### src/rtl/counter_pkg.sv
// Shared defaults and the count type for the saturating event/cycle counter.
package counter_pkg;

    localparam int CNT_WIDTH   = 4;
    localparam int CNT_SAT_VAL = 11;

    typedef logic [CNT_WIDTH-1:0] cnt_t;

endpackage

### src/rtl/counter_sat.sv
// Up-counter that either clamps at SAT_VAL (satEn = 1) or wraps modulo 2^WIDTH (satEn = 0).
module counter_sat
    import counter_pkg::*;
#(
    parameter int WIDTH   = CNT_WIDTH,
    parameter int SAT_VAL = CNT_SAT_VAL
) (
    input  logic             clk,
    input  logic             rst_n,
    input  logic             satEn,
    output logic [WIDTH-1:0] val_out
);

    localparam logic [WIDTH-1:0] SAT_CEIL = WIDTH'(SAT_VAL);
    localparam logic [WIDTH-1:0] ONE      = WIDTH'(1);

    generate
        if (SAT_VAL >= (2 ** WIDTH)) begin : g_bad_sat_val
            $error("counter_sat: SAT_VAL must be below 2**WIDTH");
        end
    endgenerate

    logic [WIDTH-1:0] cnt_next;

    // Values above the ceiling (reachable after free-running) clamp straight back to it.
    always_comb begin
        cnt_next = val_out + ONE;
        if (satEn && (val_out >= SAT_CEIL)) begin
            cnt_next = SAT_CEIL;
        end
    end

    always_ff @(posedge clk or negedge rst_n) begin
        if (!rst_n) begin
            val_out <= '0;
        end else begin
            val_out <= cnt_next;
        end
    end

    // One saturating edge is enough to bring any value to or below the ceiling.
    property p_sat_bound;
        @(posedge clk) disable iff (!rst_n)
            (satEn ##1 satEn) |=> (val_out <= SAT_CEIL);
    endproperty
    a_sat_bound : assert property (p_sat_bound);

    property p_reset_zero;
        @(posedge clk) (!rst_n) |-> (val_out == '0);
    endproperty
    a_reset_zero : assert property (p_reset_zero);

endmodule

### config.mk
export PLATFORM = sky130hd
export DESIGN_NAME = counter_sat
export DESIGN_NICKNAME = d
export VERILOG_FILES = /design/src/rtl/counter_pkg.sv /design/src/rtl/counter_sat.sv
export SDC_FILE = /design/constraint.sdc
export NUM_CORES = 1
export LEC_CHECK = 0
export CORE_AREA = 3 3 40 42
export CTS_CLUSTER_SIZE = 24
export DETAILED_ROUTE_END_ITERATION = 16
export DIE_AREA = 0 0 43 45
export MAX_ROUTING_LAYER = met4
export PLACE_DENSITY = 0.3
export RECOVER_POWER = 100
export SYNTH_ARGS = -nofsm -noshare
export SYNTH_HDL_FRONTEND = slang
export SYNTH_SLANG_ARGS = --single-unit
### constraint.sdc
create_clock -name clk -period 1.6 [get_ports clk]
set_input_delay 0.16 -clock clk [delete_from_list [all_inputs] [get_ports clk]]
set_output_delay 0.16 -clock clk [all_outputs]
set_load 0.005 [all_outputs]
* Yosys cells after proc, flatten, opt, wreduce, memory -nomap -nowiden *
Index checks and enable logic that the tools add are counted.

word-level totals
  input port bits = 3
  output and inout port bits = 4
  logic and storage cells = 5
  register bits after elaboration = 4

operators by class
  order comparisons = 1
  reduce and logical (&&, ||, !) cells = 1
  add/sub/neg operators = 1
  muxes and demuxes = 1

operators with widths
  cell                 count
  $add 4x1->4 const B  1
  $ge 4x4->1 const B   1
  $mux 4               1
  $logic_and 1x1->1    1

* Depth between registers and ports, before layout *
Gate-level depths: netlist of run 1.

  depth in word-level cells = 3
  mapped depth = 3
  depth with buffers taken out = 3

* Worst setup path after synthesis of run 1 *
No wires, ideal clock.

  path kind = register -> register
  start point = register val_out[0]
  end point = register val_out[1]
  data arrival time = 0.883 ns
  clock period less this slack = 1.008 ns
  stages on the path, launching flop included = 4
  data required time = 1.475 ns
  buffers on the path = 0
  setup time = 0.125 ns
  path slack = 0.592 ns
  cells stage by stage = dfrtp_1 > ha_1 > o211ai_1 > nand2b_1

on the way
  longest elaborated chain between the ends = 3
  elaborated cells on any way between the ends = 4
  those cells by class = add/sub: 1; order compare: 1; mux: 1; reduce/logical: 1

ends and longest elaborated chain
  what                      RTL line           text
  start: declaration        counter_sat.sv:11  output logic [WIDTH-1:0] val_out
  start signal: assignment  counter_sat.sv:37  val_out <= cnt_next;
  $ge 4x4->1                counter_sat.sv:28  if (satEn && (val_out >= SAT_CEIL)) begin
  $logic_and 1x1->1         counter_sat.sv:28
  $mux 4 (*)                counter_sat.sv:28
  named net cnt_next[1]     counter_sat.sv:23  logic [WIDTH-1:0] cnt_next;

Mark *: on every way through the listed nets, which the timed path passes. The rest lies on a longest branch.

* Worst setup path after layout of run 1 *
  start point = register val_out[2]
  end point = output port val_out[2]

No word-level cell between the ends.

==> results.toml, run 1 <==
[clock_network]
ctsResizeCount = 0
htreeDepth = 1
cts_tree = "done"
clock_path_buffers = 2
post_cts_buffers = 0
cts.clk_slew.worst_paths_ps = 40
numCtsBuffers = 3
cts_sinks = 4
ctsHoldBuffers = 0
clock_latency_ps = 230
cts-root-buf = "clkbuf_4"

[sta]
setup_tns_ps = 0
clock_skew_ps = 4.89
setup_viol_count_final = 0
worst_pin_slew_ps = 236
drv_slew = 0
max_clock_freq_mhz = 713
rsz0062_at_grt = "false"
final-hold-violation-count = 0
slew_headroom_pct = 84.2
period_minus_slack_ps = 1400
fin_crit_sh_pct = 87.7

[global_route]
grt_antenna_before_repair = 0
grt_pass1_vias = 148
grt_max_degree = 6
grt_pass1_wl_um = 669
track_usage_pct = 5.51
grt_overflow = 0

[critical_path]
path_max_fanout = 5
path_class = "reg -> out"
required_ps = 1440
regToRegEndpoint = "val_out[1]"
critPathLaunchType = "flip-flop"
slowest_stage = "dlygate4sd3_1"
max_stage_delay_ps = 590
cp-end-kind = "output pin"
crit_buf_inv = 1
critPathArrivalTime_ps = 1240
worstReg2RegStart = "val_out[0]"
r2r_slack_ps = 490
worst-r2r-cell-count = 3
worstPathCellList = "dlygate4sd3_1"
critPathTopFamily = "buffers and inverters"

[finish]
n_antenna_cell = 0
largest_register_ffs = 4
layout-drive-gt1-share_pct = 13.6
area_growth_pct = 61.4
largest-register = "val_out"
final_nets = 28
nFillCells = 138
design_area_um2 = 267
largestRegisters = "val_out (4)"

[drt]
firstDrtPassIters = 2
ant_nets = 0
drt_iter0_drc = 5
viasPerCell = 3.89
wirelength_um = 387
vias = 144
wire_per_inst_um = 10.5
drc_errors = 0

[run]
max-cap-violations = 0

[floorplan]
die_h_um = 45
die_x_um = 43
ios = 7
rows = 13
core_area_um2 = 1280
initial_core_util_pct = 12.9
dieArea_um2 = 1940

[synthesis]
synth_cell_types = 10
synth_area_per_cell_um2 = 12.7
synth_top_area_share_pct = 60.6
syn-num-nets = 17
syn-instance-count = 13
synth_seq_area_share_pct = 60.6
synth.area.top_cells = "dfrtp_1 (61%), ha_1 (7.6%), a41oi_1 (5.3%)"
netlist_area_um2 = 165
ys_seq_elements = 4
yosys_warnings = 0
yosysTopAreaCell = "dfrtp_1"

[place]
portBuffers = 6
dpl-instance-area_um2 = 244
routabilityCongestion = 0.637
dp_hpwl_um = 309

[power_and_ir_drop]
pwr_density_cell_nw_per_um2 = 1970
vdd_ir_drop_max_mv = 0.569
p_leak_uw = 0.000107

[worst_hold_path]
min_path_type = "in -> async"

[run_status]
status = "finished, final reports clean"
-- final cells by class --
cell class	count	area (µm²)	area share [%]
Clock buffer	3	22.5	8.45
Multi-Input combinational cell	9	65.1	24.4
Sequential cell	4	100	37.6
Tap cell	15	18.8	7.04
Timing Repair Buffer	6	60.1	22.5
-- per-layer routing --
metal	vias to the layer above	routed length, µm	GRT usage [%]
met5	-	0	-
met4	0	0	3.61
met3	0	63	5.58
met2	9	150	5.39
met1	67	173	6.33
li1	68	-	-
-- power by group --
| group | switching, µW | leakage, µW | internal (µW) |
|---|---|---|---|
| registers | 57.8 | 0.0000458 | 151 |
| clock network | 38.7 | 0.0000138 | 83.7 |
| logic | 70.8 | 0.0000473 | 123 |
| total | 167 | 0.000107 | 358 |
-- synth_stat cells --
library cell,instances
dfrtp_1,4
a21oi_1,1
a31oi_1,1
a41oi_1,1
ha_1,1
nand2_1,1
nand2b_1,1
nor2b_1,1
o211ai_1,1
xnor2_1,1
-- cells by family (layout without fill, tap and decap cells) --
family | Yosys count | in the layout | synth area share, %
AO/OA/AOI/OAI | 4 | 4 | 16.7
flip-flops | 4 | 4 | 60.6
AND/OR/NAND/NOR | 3 | 3 | 9.85
adder cells (fa/ha/maj) | 1 | 1 | 7.57
XOR/XNOR | 1 | 1 | 5.30
buffers and inverters | 0 | 9 | 0
-- cells in the final DEF, fill, tap and decap left out --
cell type and n:
nand2_1 1, clkdlybuf4s50_1 1, ha_1 1, dlygate4sd3_1 5, a41oi_1 1, clkbuf_4 3, o211ai_1 1, a31oi_1 1
xnor2_1 1, dfrtp_1 4, a21oi_1 1, nand2b_1 1, nor2b_1 1
-- worst max path at each step --
stage	startpoint	end	slack, ps	depth (start not counted)
2_1_floorplan	val_out[0]	val_out[1]	590	3
3_3_place_gp	val_out[0]	val_out[1]	450	3
3_5_place_dp	val_out[0]	val_out[0]	480	3
4_1_cts	val_out[2]	val_out[2]	250	1
5_1_grt	val_out[0]	val_out[0]	150	1
6_report	val_out[2]	val_out[2]	200	1
-- metrics by stage --
step / hold WS (ps) / util [%] / instances / total power, µW / worst slack [ps]
3_3_place_gp: 385 / 19.0 / 34 / 432 / 454
3_5_place_dp: 384 / 19.0 / 34 / 425 / 479
4_1_cts: 132 / 20.7 / 37 / 560 / 250
2_1_floorplan: -136 / - / 13 / 299 / 592
6_report: 201 / 20.7 / 37 / 525 / 197
5_1_grt: 211 / 20.7 / 37 / 576 / 152
No activity file was read; power rests on OpenSTA's default activity.
==> inputs of run 2 (changes only) <==
==> constraint.sdc (replaced) <==
create_clock -name clk -period 1.6 [get_ports clk]
set_input_delay 0.24 -clock clk [delete_from_list [all_inputs] [get_ports clk]]
set_output_delay 0.24 -clock clk [all_outputs]
set_load 0.005 [all_outputs]
==> results.toml, run 2 (synthesized netlist as in run 1, its figures left out) <==
[critical_path]
required_ps = 1360
critPathTopFamily = "buffers and inverters"
path_max_fanout = 5
worstPathCellList = "dlygate4sd3_1"
slowest_stage = "dlygate4sd3_1"
r2r_slack_ps = 490
max_stage_delay_ps = 600
critPathArrivalTime_ps = 1250
worstReg2RegStart = "val_out[0]"
startpoint = "val_out[2]"
crit_buf_inv = 1
critPathLaunchType = "flip-flop"
cp-end-kind = "output pin"
path_class = "reg -> out"

[clock_network]
cts_tree = "done"
htreeDepth = 1
clock_latency_ps = 230
cts_sinks = 4
cts.clk_slew.worst_paths_ps = 40
cts-root-buf = "clkbuf_4"
post_cts_buffers = 0
clock_path_buffers = 2
ctsHoldBuffers = 0
ctsResizeCount = 0
numCtsBuffers = 3

[drt]
firstDrtPassIters = 2
drt_iter0_drc = 5
ant_nets = 0
vias = 145
viasPerCell = 3.92
wire_per_inst_um = 10.5
drc_errors = 0
wirelength_um = 390

[global_route]
grt_antenna_before_repair = 0
grt_max_degree = 6
track_usage_pct = 5.51
grt_pass1_vias = 148
grt_pass1_wl_um = 669
grt_overflow = 0

[power_and_ir_drop]
vdd_ir_drop_max_mv = 0.570
p_leak_uw = 0.000107
pwr_density_cell_nw_per_um2 = 1970

[floorplan]
rows = 13
die_h_um = 45
die_x_um = 43
core_area_um2 = 1280
initial_core_util_pct = 12.9
ios = 7
dieArea_um2 = 1940

[sta]
rsz0062_at_grt = "false"
clock_skew_ps = 4.94
fin_crit_sh_pct = 92.9
worst_pin_slew_ps = 237
final-hold-violation-count = 0
max_clock_freq_mhz = 673
setup_viol_count_final = 0
setup_tns_ps = 0
drv_slew = 0
slew_headroom_pct = 84.1
period_minus_slack_ps = 1490

[finish]
mostFrequentLayoutCell = "dlygate4sd3_1"
final_cell_mix = "dlygate4sd3_1 (6), dfrtp_1 (4), clkbuf_4 (3)"
n_antenna_cell = 0
area_growth_pct = 61.4
design_area_um2 = 267
largestRegisters = "val_out (4)"
layout-drive-gt1-share_pct = 13.6
final_nets = 28
largest-register = "val_out"
largest_register_ffs = 4

[run_status]
status = "finished, final reports clean"

[run]
max-cap-violations = 0

[place]
dp_hpwl_um = 309
routabilityCongestion = 0.637
portBuffers = 6
dpl-instance-area_um2 = 244

[worst_hold_path]
min_path_type = "in -> async"
-- run 2: metal layers --
layer	vias to the layer above	track usage, %	wire, µm
li1	68	-	-
met1	68	6.33	172
met2	9	5.39	155
met3	0	5.58	62
met4	0	3.61	0
met5	-	-	0
-- run 2: path summary, 6_finish.rpt --
path,to,cells after the start
worst max-delay path,val_out[2],1
worst min-delay path,val_out[3],1
worst max register to register,val_out[1],3
worst min register to register,val_out[2],1
max in group asynchronous,val_out[0],1
min in group clk,val_out[2],1
-- run 2: final cells by class --
class | count | area, µm²
sequential | 4 | 100
timing repair buffer | 6 | 60.1
clock buffer | 3 | 22.5
fill | 138 | 1020
tap | 15 | 18.8
multi-input combinational | 9 | 65.1
-- run 2: where the power goes --
group          switching (µW)  total, µW  internal, µW
combinational            71.3        194           123
clock                    38.7        122          83.7
sequential               58.6        209           151
-- run 2: per-stage QoR --
step	power (µW)	utilization (%)	instances	hold slack [ps]	setup WS, ps
global placement	432	19.0	34	465	411
CTS	560	20.7	37	212	170
detailed placement	425	19.0	34	464	428
global route	575	20.7	37	291	71.7
floorplan	299	-	13	-55.6	592
finish	526	20.7	37	281	114
